==> config.mk <==
export PLATFORM = sky130hd
export DESIGN_NAME = sequential_divider_flat
export DESIGN_NICKNAME = d
export VERILOG_FILES = /design/src/rtl/neander_div_pkg.sv /design/src/rtl/sequential_divider_if.sv /design/src/rtl/sequential_divider.sv /design/src/flat_wrapper.sv
export SDC_FILE = /design/constraint.sdc
export NUM_CORES = 1
export LEC_CHECK = 0
export ABC_AREA = 1
export BUFFER_PORTS_ARGS = -buffer_cell sky130_fd_sc_hd__buf_4
export CAP_MARGIN = 20
export CORE_MARGIN = 5
export CORE_UTILIZATION = 61
export CTS_CLUSTER_DIAMETER = 100
export DETAILED_ROUTE_END_ITERATION = 7
export PLACE_DENSITY = 0.91
export SLEW_MARGIN = 20
export SYNTH_ARGS = -nofsm -noshare
export SYNTH_HDL_FRONTEND = slang
export SYNTH_SLANG_ARGS = --single-unit
==> constraint.sdc <==
create_clock -name clk -period 3.44 [get_ports clk]
set_input_delay 0.344 -clock clk [delete_from_list [all_inputs] [get_ports clk]]
set_output_delay 0.344 -clock clk [all_outputs]
set_load 0.005 [all_outputs]
==> src/rtl/neander_div_pkg.sv <==
// Shared types for the NEANDER-X sequential divider.
// Latency: n/a (types only).
// Backpressure: n/a (types only).
// Contents: state_t, the FSM encoding shared with the shift-and-add multiplier.
package neander_div_pkg;

    typedef enum logic [1:0] {
        IDLE   = 2'b00,
        DIVIDE = 2'b01,
        FINISH = 2'b10
    } state_t;

endpackage

==> src/rtl/sequential_divider_if.sv <==
// Start/busy/done handshake bundle between the ALU and the sequential divider.
// Latency: n/a (wiring only).
// Backpressure: none; start is only honoured while the divider is idle.
// Ports: master = requester (drives start and operands), slave = divider (drives results and flags).
interface sequential_divider_if #(
    parameter int WIDTH = 8
);
    logic             start;
    logic [WIDTH-1:0] dividend_high;
    logic [WIDTH-1:0] dividend_low;
    logic [WIDTH-1:0] divisor;
    logic [WIDTH-1:0] quotient;
    logic [WIDTH-1:0] remainder;
    logic             busy;
    logic             done;
    logic             div_by_zero;
    logic             overflow;

    modport master (
        output start, dividend_high, dividend_low, divisor,
        input  quotient, remainder, busy, done, div_by_zero, overflow
    );

    modport slave (
        input  start, dividend_high, dividend_low, divisor,
        output quotient, remainder, busy, done, div_by_zero, overflow
    );
endinterface

==> src/rtl/sequential_divider.sv <==
// Unsigned restoring divider: {dividend_high,dividend_low} / divisor -> WIDTH-bit quotient and remainder.
// Latency: WIDTH busy cycles then a one-cycle done pulse; error cases pulse done the cycle after start.
// Backpressure: start is sampled only in IDLE; start during DIVIDE/FINISH is dropped, not queued.
// Ports: clk, reset_n (async active-low), bus (slave side of sequential_divider_if).
module sequential_divider
    import neander_div_pkg::*;
#(
    parameter int WIDTH = 8
) (
    input  logic                 clk,
    input  logic                 reset_n,
    sequential_divider_if.slave  bus
);

    localparam int CW = $clog2(WIDTH) + 1;

    state_t           state;
    logic [WIDTH-1:0] rem_q;
    logic [WIDTH-1:0] quo_q;
    logic [WIDTH-1:0] dvs_q;
    logic [CW-1:0]    count;
    logic             dz_q;
    logic             ov_q;

    logic [WIDTH:0]   trial;
    logic [WIDTH-1:0] rem_nxt;
    logic [WIDTH-1:0] quo_nxt;

    // One restoring step: shift the next dividend bit into the partial
    // remainder and try to subtract the divisor. Because rem_q < dvs_q is
    // invariant, the shifted value is below 2*divisor, so a non-negative
    // difference always fits in WIDTH bits and trial[WIDTH] is a clean sign.
    always_comb begin
        trial   = {rem_q, quo_q[WIDTH-1]} - {1'b0, dvs_q};
        rem_nxt = {rem_q[WIDTH-2:0], quo_q[WIDTH-1]};
        quo_nxt = {quo_q[WIDTH-2:0], 1'b0};
        if (!trial[WIDTH]) begin
            rem_nxt = trial[WIDTH-1:0];
            quo_nxt = {quo_q[WIDTH-2:0], 1'b1};
        end
    end

    always_ff @(posedge clk or negedge reset_n) begin
        if (!reset_n) begin
            state <= IDLE;
            rem_q <= '0;
            quo_q <= '0;
            dvs_q <= '0;
            count <= '0;
            dz_q  <= 1'b0;
            ov_q  <= 1'b0;
        end else begin
            case (state)
                IDLE: begin
                    if (bus.start) begin
                        if (bus.divisor == '0) begin
                            state <= FINISH;
                            dz_q  <= 1'b1;
                            ov_q  <= 1'b0;
                            quo_q <= '1;
                            rem_q <= bus.dividend_low;
                        end else if (bus.dividend_high >= bus.divisor) begin
                            // Quotient would need more than WIDTH bits.
                            state <= FINISH;
                            dz_q  <= 1'b0;
                            ov_q  <= 1'b1;
                            quo_q <= '1;
                            rem_q <= bus.dividend_low;
                        end else begin
                            state <= DIVIDE;
                            dz_q  <= 1'b0;
                            ov_q  <= 1'b0;
                            rem_q <= bus.dividend_high;
                            quo_q <= bus.dividend_low;
                            dvs_q <= bus.divisor;
                            count <= '0;
                        end
                    end
                end
                DIVIDE: begin
                    rem_q <= rem_nxt;
                    quo_q <= quo_nxt;
                    count <= count + 1'b1;
                    if (count == CW'(WIDTH - 1)) begin
                        state <= FINISH;
                    end
                end
                FINISH: begin
                    state <= IDLE;
                end
                default: begin
                    state <= IDLE;
                end
            endcase
        end
    end

    assign bus.quotient    = quo_q;
    assign bus.remainder   = rem_q;
    assign bus.busy        = (state == DIVIDE);
    assign bus.done        = (state == FINISH);
    assign bus.div_by_zero = dz_q;
    assign bus.overflow    = ov_q;

endmodule

==> src/flat_wrapper.sv <==
// flat-port wrapper written by rule: the top's interface ports become plain ports
module sequential_divider_flat import neander_div_pkg::*;
#(
    parameter int WIDTH = 8
)
  (clk, reset_n, bus_start, bus_dividend_high, bus_dividend_low, bus_divisor, bus_quotient, bus_remainder, bus_busy, bus_done, bus_div_by_zero, bus_overflow);
  sequential_divider_if #(.WIDTH(WIDTH)) bus_i ();
  input  logic clk;
  input  logic reset_n;
  input wire logic [$bits(bus_i.start)-1:0] bus_start;
  input wire logic [$bits(bus_i.dividend_high)-1:0] bus_dividend_high;
  input wire logic [$bits(bus_i.dividend_low)-1:0] bus_dividend_low;
  input wire logic [$bits(bus_i.divisor)-1:0] bus_divisor;
  output wire logic [$bits(bus_i.quotient)-1:0] bus_quotient;
  output wire logic [$bits(bus_i.remainder)-1:0] bus_remainder;
  output wire logic [$bits(bus_i.busy)-1:0] bus_busy;
  output wire logic [$bits(bus_i.done)-1:0] bus_done;
  output wire logic [$bits(bus_i.div_by_zero)-1:0] bus_div_by_zero;
  output wire logic [$bits(bus_i.overflow)-1:0] bus_overflow;
  assign bus_i.start = bus_start;
  assign bus_i.dividend_high = bus_dividend_high;
  assign bus_i.dividend_low = bus_dividend_low;
  assign bus_i.divisor = bus_divisor;
  assign bus_quotient = bus_i.quotient;
  assign bus_remainder = bus_i.remainder;
  assign bus_busy = bus_i.busy;
  assign bus_done = bus_i.done;
  assign bus_div_by_zero = bus_i.div_by_zero;
  assign bus_overflow = bus_i.overflow;
  sequential_divider #(.WIDTH(WIDTH)) u_core (.clk(clk), .reset_n(reset_n), .bus(bus_i));
endmodule
**Word-level counts from Yosys, hierarchy flattened**

Cells that the tools add are included.

- Register bits: 32
- Bits of input ports: 27
- Output and inout port bits: 20
- Logic and storage cells: 49

- $add $sub $neg: 2
- $lt $le $gt $ge: 1
- Equal/unequal tests: 7
- Multiplexer cells: 22
- Bitwise logic cells: 2
- Reductions and logical operators: 8

Operator list:

| cell | number |
|---|---|
| $mux 8 | 7 |
| $pmux 8 s2 | 2 |
| $mux 4 | 3 |
| $sub 9x8->9 | 1 |
| $ge 8x8->1 | 1 |
| $logic_not 8->1 | 1 |
| $mux 2 | 4 |
| $pmux 4 s2 | 1 |
| $reduce_and 4->1 | 2 |
| $ne 2x2->1 const B | 3 |
| $reduce_and 2->1 | 3 |
| $add 4x1->4 const B | 1 |
| $eq 4x3->1 const B | 1 |
| $mux 1 | 4 |
| $pmux 2 s2 | 1 |
| $eq 2x1->1 const B | 1 |
| $eq 2x2->1 const B | 1 |
| $logic_not 2->1 | 1 |
| $ne 2x1->1 const B | 1 |
| $not 1->1 | 2 |
| $reduce_bool 2->1 | 1 |

**Depth between registers and ports, before layout**

- Depth after elaboration: 5
- Depth in mapped cells: 15
- Gate-level depth less buffers: 15

**Least setup slack after synthesis**

OpenSTA, ideal clock, no wires.

- Path kind: reg-to-reg
- Start: register u_core.quo_q[7], in the netlist u_core.bus.quotient[7]
- End: register u_core.rem_q[6], in the netlist u_core.bus.remainder[6]
- Arrival time: 1825 ps
- Path slack: 1499 ps
- Cell stages (with the launch flop): 16
- Path buffers: 0
- Clock period less this slack: 1941 ps
- Cell sequence: dfrtp_1 inv_1 ha_1 fa_1 inv_1 nand3_2 nand2_1 nand2_2 nand2_1 nand2_4 nand2_4 nand2_1 nand3_1 nand2_1 nand2_1 nand2_1

- Longest elaborated chain between the ends: 3

RTL lines:

| element | line | RTL |
|---|---|---|
| start, declared | sequential_divider.sv:19 | `logic [WIDTH-1:0] quo_q;` |
| start signal, assigned | sequential_divider.sv:74 | `quo_q <= bus.dividend_low;` |
| start signal, assigned | sequential_divider.sv:82 | `quo_q <= quo_nxt;` |
| $sub 9x8->9 | sequential_divider.sv:34 | `trial = {rem_q, quo_q[WIDTH-1]} - {1'b0, dvs_q};` |
| $mux 8 | sequential_divider.sv:37 | `if (!trial[WIDTH]) begin` |
| $pmux 8 s2 | sequential_divider.sv:53 | `case (state)` |
| end signal, assigned | sequential_divider.sv:61 | `rem_q <= bus.dividend_low;` |
| end signal, assigned | sequential_divider.sv:68 | `rem_q <= bus.dividend_low;` |
| end signal, assigned | sequential_divider.sv:73 | `rem_q <= bus.dividend_high;` |
| end, declared | sequential_divider.sv:18 | `logic [WIDTH-1:0] rem_q;` |

Every way passes these cells.
A chain may end at the register's enable or synchronous reset.

**Worst setup path after layout**

- Start: register u_core.quo_q[7], in the netlist u_core.bus.quotient[7]
- End: register u_core.rem_q[0], in the netlist u_core.bus.remainder[0]

- Longest elaborated chain between the ends: 3

RTL lines:

| element | line |
|---|---|
| $sub 9x8->9 | sequential_divider.sv:34 |
| $mux 8 (*) | sequential_divider.sv:37 |
| $pmux 8 s2 (*) | sequential_divider.sv:53 |

Mark *: on every way between the ends. The rest lies on a longest branch, timed or not.

==> impl_summary.txt <==
----------------------------------------------------
[Pwr]
  Power density normalized to cell area ... 1030 mW/mm2
  Leakage component of the power ... between 1.5 and 2 nW
  Peak supply drop ... 0.447 mV

[CTS]
  Clock slew at reported path FFs ... 70 ps
  Number of clock sinks ... 32
  Buffer cell driving the clock tree root ... sky130_fd_sc_hd__clkbuf_8
  Clock tree from TritonCTS ... yes
  CTS HTree Levels ... 2
  Total CTS buffers ... 5
  Number of buffers between clock root and the deepest sink ... 2
  Worst-skew pair later-pin latency ... 290 ps

[Timing]
  Final hold viol count ... 0
  Count of pins over their slew limit ... 0
  Relative slew slack ... 0.648
  Fmax ... around 0.46 GHz
  Tightest hold margin ... about 320 ps
  Unrepaired setup endpoints after global routing ... no
  Total negative setup slack ... 0 ps
  Final cycle utilization of the critical path ... 0.626
  Clock period minus worst slack ... approximately 2200 ps
  Worst-case setup margin in the final layout ... 1290 ps
  Worst Skew ... about 5 ps
  Number of endpoints failing setup at the final stage ... 0
  Pin slew with the least headroom to its limit ... ~530 ps

[Yosys]
  Cell taking the most area after synthesis ... sky130_fd_sc_hd__dfrtp_1
  Avg Synthesized Cell Area ... between 7 and 8 um2
  Ys flop type ... sky130_fd_sc_hd__dfrtp_1
  Top-area cell type share of the netlist area ... 0.316
  Seq/Total Area, Yosys ... 0.316
  Number of synthesized flops with an enable pin ... 0
  Flops & latches, synth ... 32
  Number of warnings printed during yosys synthesis ... 0
  Netlist cell types ... 32
  Share of flip-flops with an asynchronous set or reset after synthesis ... 1.00
  Net count after synthesis ... approximately 400
  Cell area after synthesis ... around 0.0025 mm2
  Cell count after synthesis ... 346
  Cells taking the most area after synthesis ... sky130_fd_sc_hd__dfrtp_1, sky130_fd_sc_hd__nand2_1, sky130_fd_sc_hd__ha_1, sky130_fd_sc_hd__inv_1, sky130_fd_sc_hd__nand3_1
  Commonest cells post-synth ... sky130_fd_sc_hd__nand2_1, sky130_fd_sc_hd__inv_1, sky130_fd_sc_hd__dfrtp_1, sky130_fd_sc_hd__nand3_1, sky130_fd_sc_hd__ha_1
  Cell with the most instances after synthesis ... sky130_fd_sc_hd__nand2_1

[Global route]
  Initial antenna violation count ... 0
  Global-route wire length before repair ... roughly 11 mm
  Leftover overflow at the end of global routing ... 0
  Largest net degree at the start of global routing ... 33
  Overall fraction of global-route tracks in use ... 0.246
  Number of global-route vias before repair ... roughly 2400

[Drt]
  Average via count per standard cell ... around 5.4
  Total wire length ... slightly above 6 mm
  Number of design rule violations left after detail routing ... 0
  Iteration-0 DRC Markers ... around 230
  Final ANT Viol Nets ... 0
  Total vias in the final route ... between 2000 and 2500
  WL/cell ... ~14 um
  Number of optimization iterations in the first detailed-route pass ... 4

[Layout]
  Antenna Cells ... 0
  Fill count ... between 300 and 400
  Count of nets after finishing ... approximately 440
  Proportion of layout cells with a drive suffix above 1 ... 0.228
  Final Util ... 0.736
  Layout overhead on the synthesized area ... 16.9%
  Non-filler instance count after layout ... between 400 and 500

[Placement]
  Gpl congestion ... approximately 0.86
  HPWL after DPL ... 4.69 mm
  I/O Buffers ... 46
  Placed insts ... approximately 440
  Pre-CTS worst setup slack ... ~1300 ps

[Min path]
  Worst hold-check path type ... input port to flop
  Startpoint of the tightest hold check path ... bus_divisor[5]

[Worst setup path]
  Worst Path Class, Setup ... flop to flop
  Arr. time, crit path ... between 2000 and 2500 ps
  Required time worst endpoint ... between 3000 and 4000 ps
  Crit path capture type ... flop
  Critical path peak fanout ... 9
  Type of element launching the critical path ... flop
  Launch instance of the worst register-to-register path ... u_core.bus.quotient[7]$_DFFE_PN0P_
  Crit. Startpoint ... u_core.bus.quotient[7]$_DFFE_PN0P_

[Die]
  Starting Density ... 0.630
  Die outline area ... 0.00555 mm2
  Overall die width ... 74.5 um
  Total I/O pin count ... 47
  Number of placement rows ... 23
  Total core area ... roughly 0.004 mm2
  Die boundary height ... 74.5 um

[Outcome]
  Result of the run ... complete, no violations

[Flow run]
  Reported max-cap violation count ... 0

----------------------------------------------------
[per-stage QoR]
stage / cell area (um2) / total power [mW]
floorplan: 2540 / 2.22
global placement: 2860 / 2.62
detailed placement: 2860 / 2.71
CTS: 2970 / 3.03
global route: 2970 / 3.35
finish: 2970 / 3.04
[report_power, final]
| group | internal (mW) | leakage, nW | switching, mW |
|---|---|---|---|
| clock | 0.163 | 0.0445 | 0.147 |
| sequential | 0.572 | 0.391 | 0.183 |
| combinational | 0.792 | 1.23 | 1.18 |
[metal layers]
| layer | share of wire | routed length, um | vias to the layer above | GRT usage |
|---|---|---|---|---|
| met4 | 0.022 | 135 | 0 | 0.0909 |
| met1 | 0.42 | 2580 | 1120 | 0.314 |
| met5 | 0 | 0 | - | 0 |
| met3 | 0.063 | 392 | 13 | 0.0432 |
| li1 | - | - | 1197 | - |
| met2 | 0.50 | 3090 | 85 | 0.415 |
[path summary, 6_finish.rpt]
path                                                  endpoint  slack [ps]  cells past startpoint
min                                u_core.dvs_q[5]$_DFFE_PN0P_         320                      3
max in group asynchronous          u_core.dvs_q[0]$_DFFE_PN0P_        2600                      2
max reg2reg                u_core.bus.remainder[0]$_DFFE_PN0P_        1290                     15
min reg2reg                        u_core.count[1]$_DFFE_PN0P_         510                      2
min in group asynchronous  u_core.bus.remainder[5]$_DFFE_PN0P_         540                      2
max                        u_core.bus.remainder[0]$_DFFE_PN0P_        1290                     15
[cells by family after synthesis]
family / Yosys count / synth area share
buffers and inverters: 64 / 0.117
XOR/XNOR: 3 / 0.0104
adder cells (fa/ha/maj): 18 / 0.0918
AO/OA/AOI/OAI: 34 / 0.0858
AND/OR/NAND/NOR: 195 / 0.379
flip-flops: 32 / 0.316
[registers in the layout, summed over array words and instances, names as in the netlist]
signal and flops:
u_core.bus.div_by_zero 1, u_core.bus.overflow 1, u_core.bus.quotient 8, u_core.bus.remainder 8, u_core.count 4, u_core.dvs_q 8, u_core.state 2
[cells in the final DEF, fill, tap and decap left out, types with 3 or more instances in the layout]
master / count
sky130_fd_sc_hd__nand3_1: 32
sky130_fd_sc_hd__inv_1: 50
sky130_fd_sc_hd__nand2_2: 3
sky130_fd_sc_hd__or2_2: 3
sky130_fd_sc_hd__nand3b_1: 7
sky130_fd_sc_hd__o21ai_0: 16
sky130_fd_sc_hd__nand2_1: 113
sky130_fd_sc_hd__inv_2: 7
sky130_fd_sc_hd__nor2_4: 3
sky130_fd_sc_hd__o21ai_2: 7
sky130_fd_sc_hd__dfrtp_1: 32
sky130_fd_sc_hd__xor2_1: 3
sky130_fd_sc_hd__a21oi_1: 3
sky130_fd_sc_hd__nand2_4: 4
sky130_fd_sc_hd__nor3_1: 7
sky130_fd_sc_hd__nand4_1: 8
sky130_fd_sc_hd__a21oi_2: 3
sky130_fd_sc_hd__buf_4: 46
sky130_fd_sc_hd__clkbuf_8: 6
sky130_fd_sc_hd__nor2_1: 9
sky130_fd_sc_hd__ha_1: 17
[worst max-delay path: stages (launching register included)]
cell	delay, ps
sky130_fd_sc_hd__dfrtp_1	360
sky130_fd_sc_hd__inv_1	70
sky130_fd_sc_hd__ha_1	240
sky130_fd_sc_hd__fa_1	400
sky130_fd_sc_hd__inv_1	80
sky130_fd_sc_hd__nand3_2	60
sky130_fd_sc_hd__nand2_1	120
sky130_fd_sc_hd__nand2_2	80
sky130_fd_sc_hd__nand2_1	120
sky130_fd_sc_hd__nand2_4	110
sky130_fd_sc_hd__nand2_4	100
sky130_fd_sc_hd__nand2_1	60
sky130_fd_sc_hd__nand3_1	60
sky130_fd_sc_hd__nand2_1	70
sky130_fd_sc_hd__nand2_1	60
sky130_fd_sc_hd__nand2_1	50
[final cells by class]
cell class | count | area [um2] | area share
sequential | 32 | 801 | 0.270
clock buffer | 7 | 86.3 | 0.0291
multi-input combinational | 250 | 1440 | 0.485
tap | 50 | 62.6 | 0.0211
inverter | 57 | 214 | 0.0722
clock inverter | 1 | 7.51 | 0.00253
timing repair buffer | 47 | 355 | 0.120
[timing repair]
action,4_1_cts,5_1_grt
hold buffers,1,0
buffers inserted,0,0
gates resized for setup,0,0
endpoints found under the hold margin,7,0
Power figures use the tool's default switching activity.
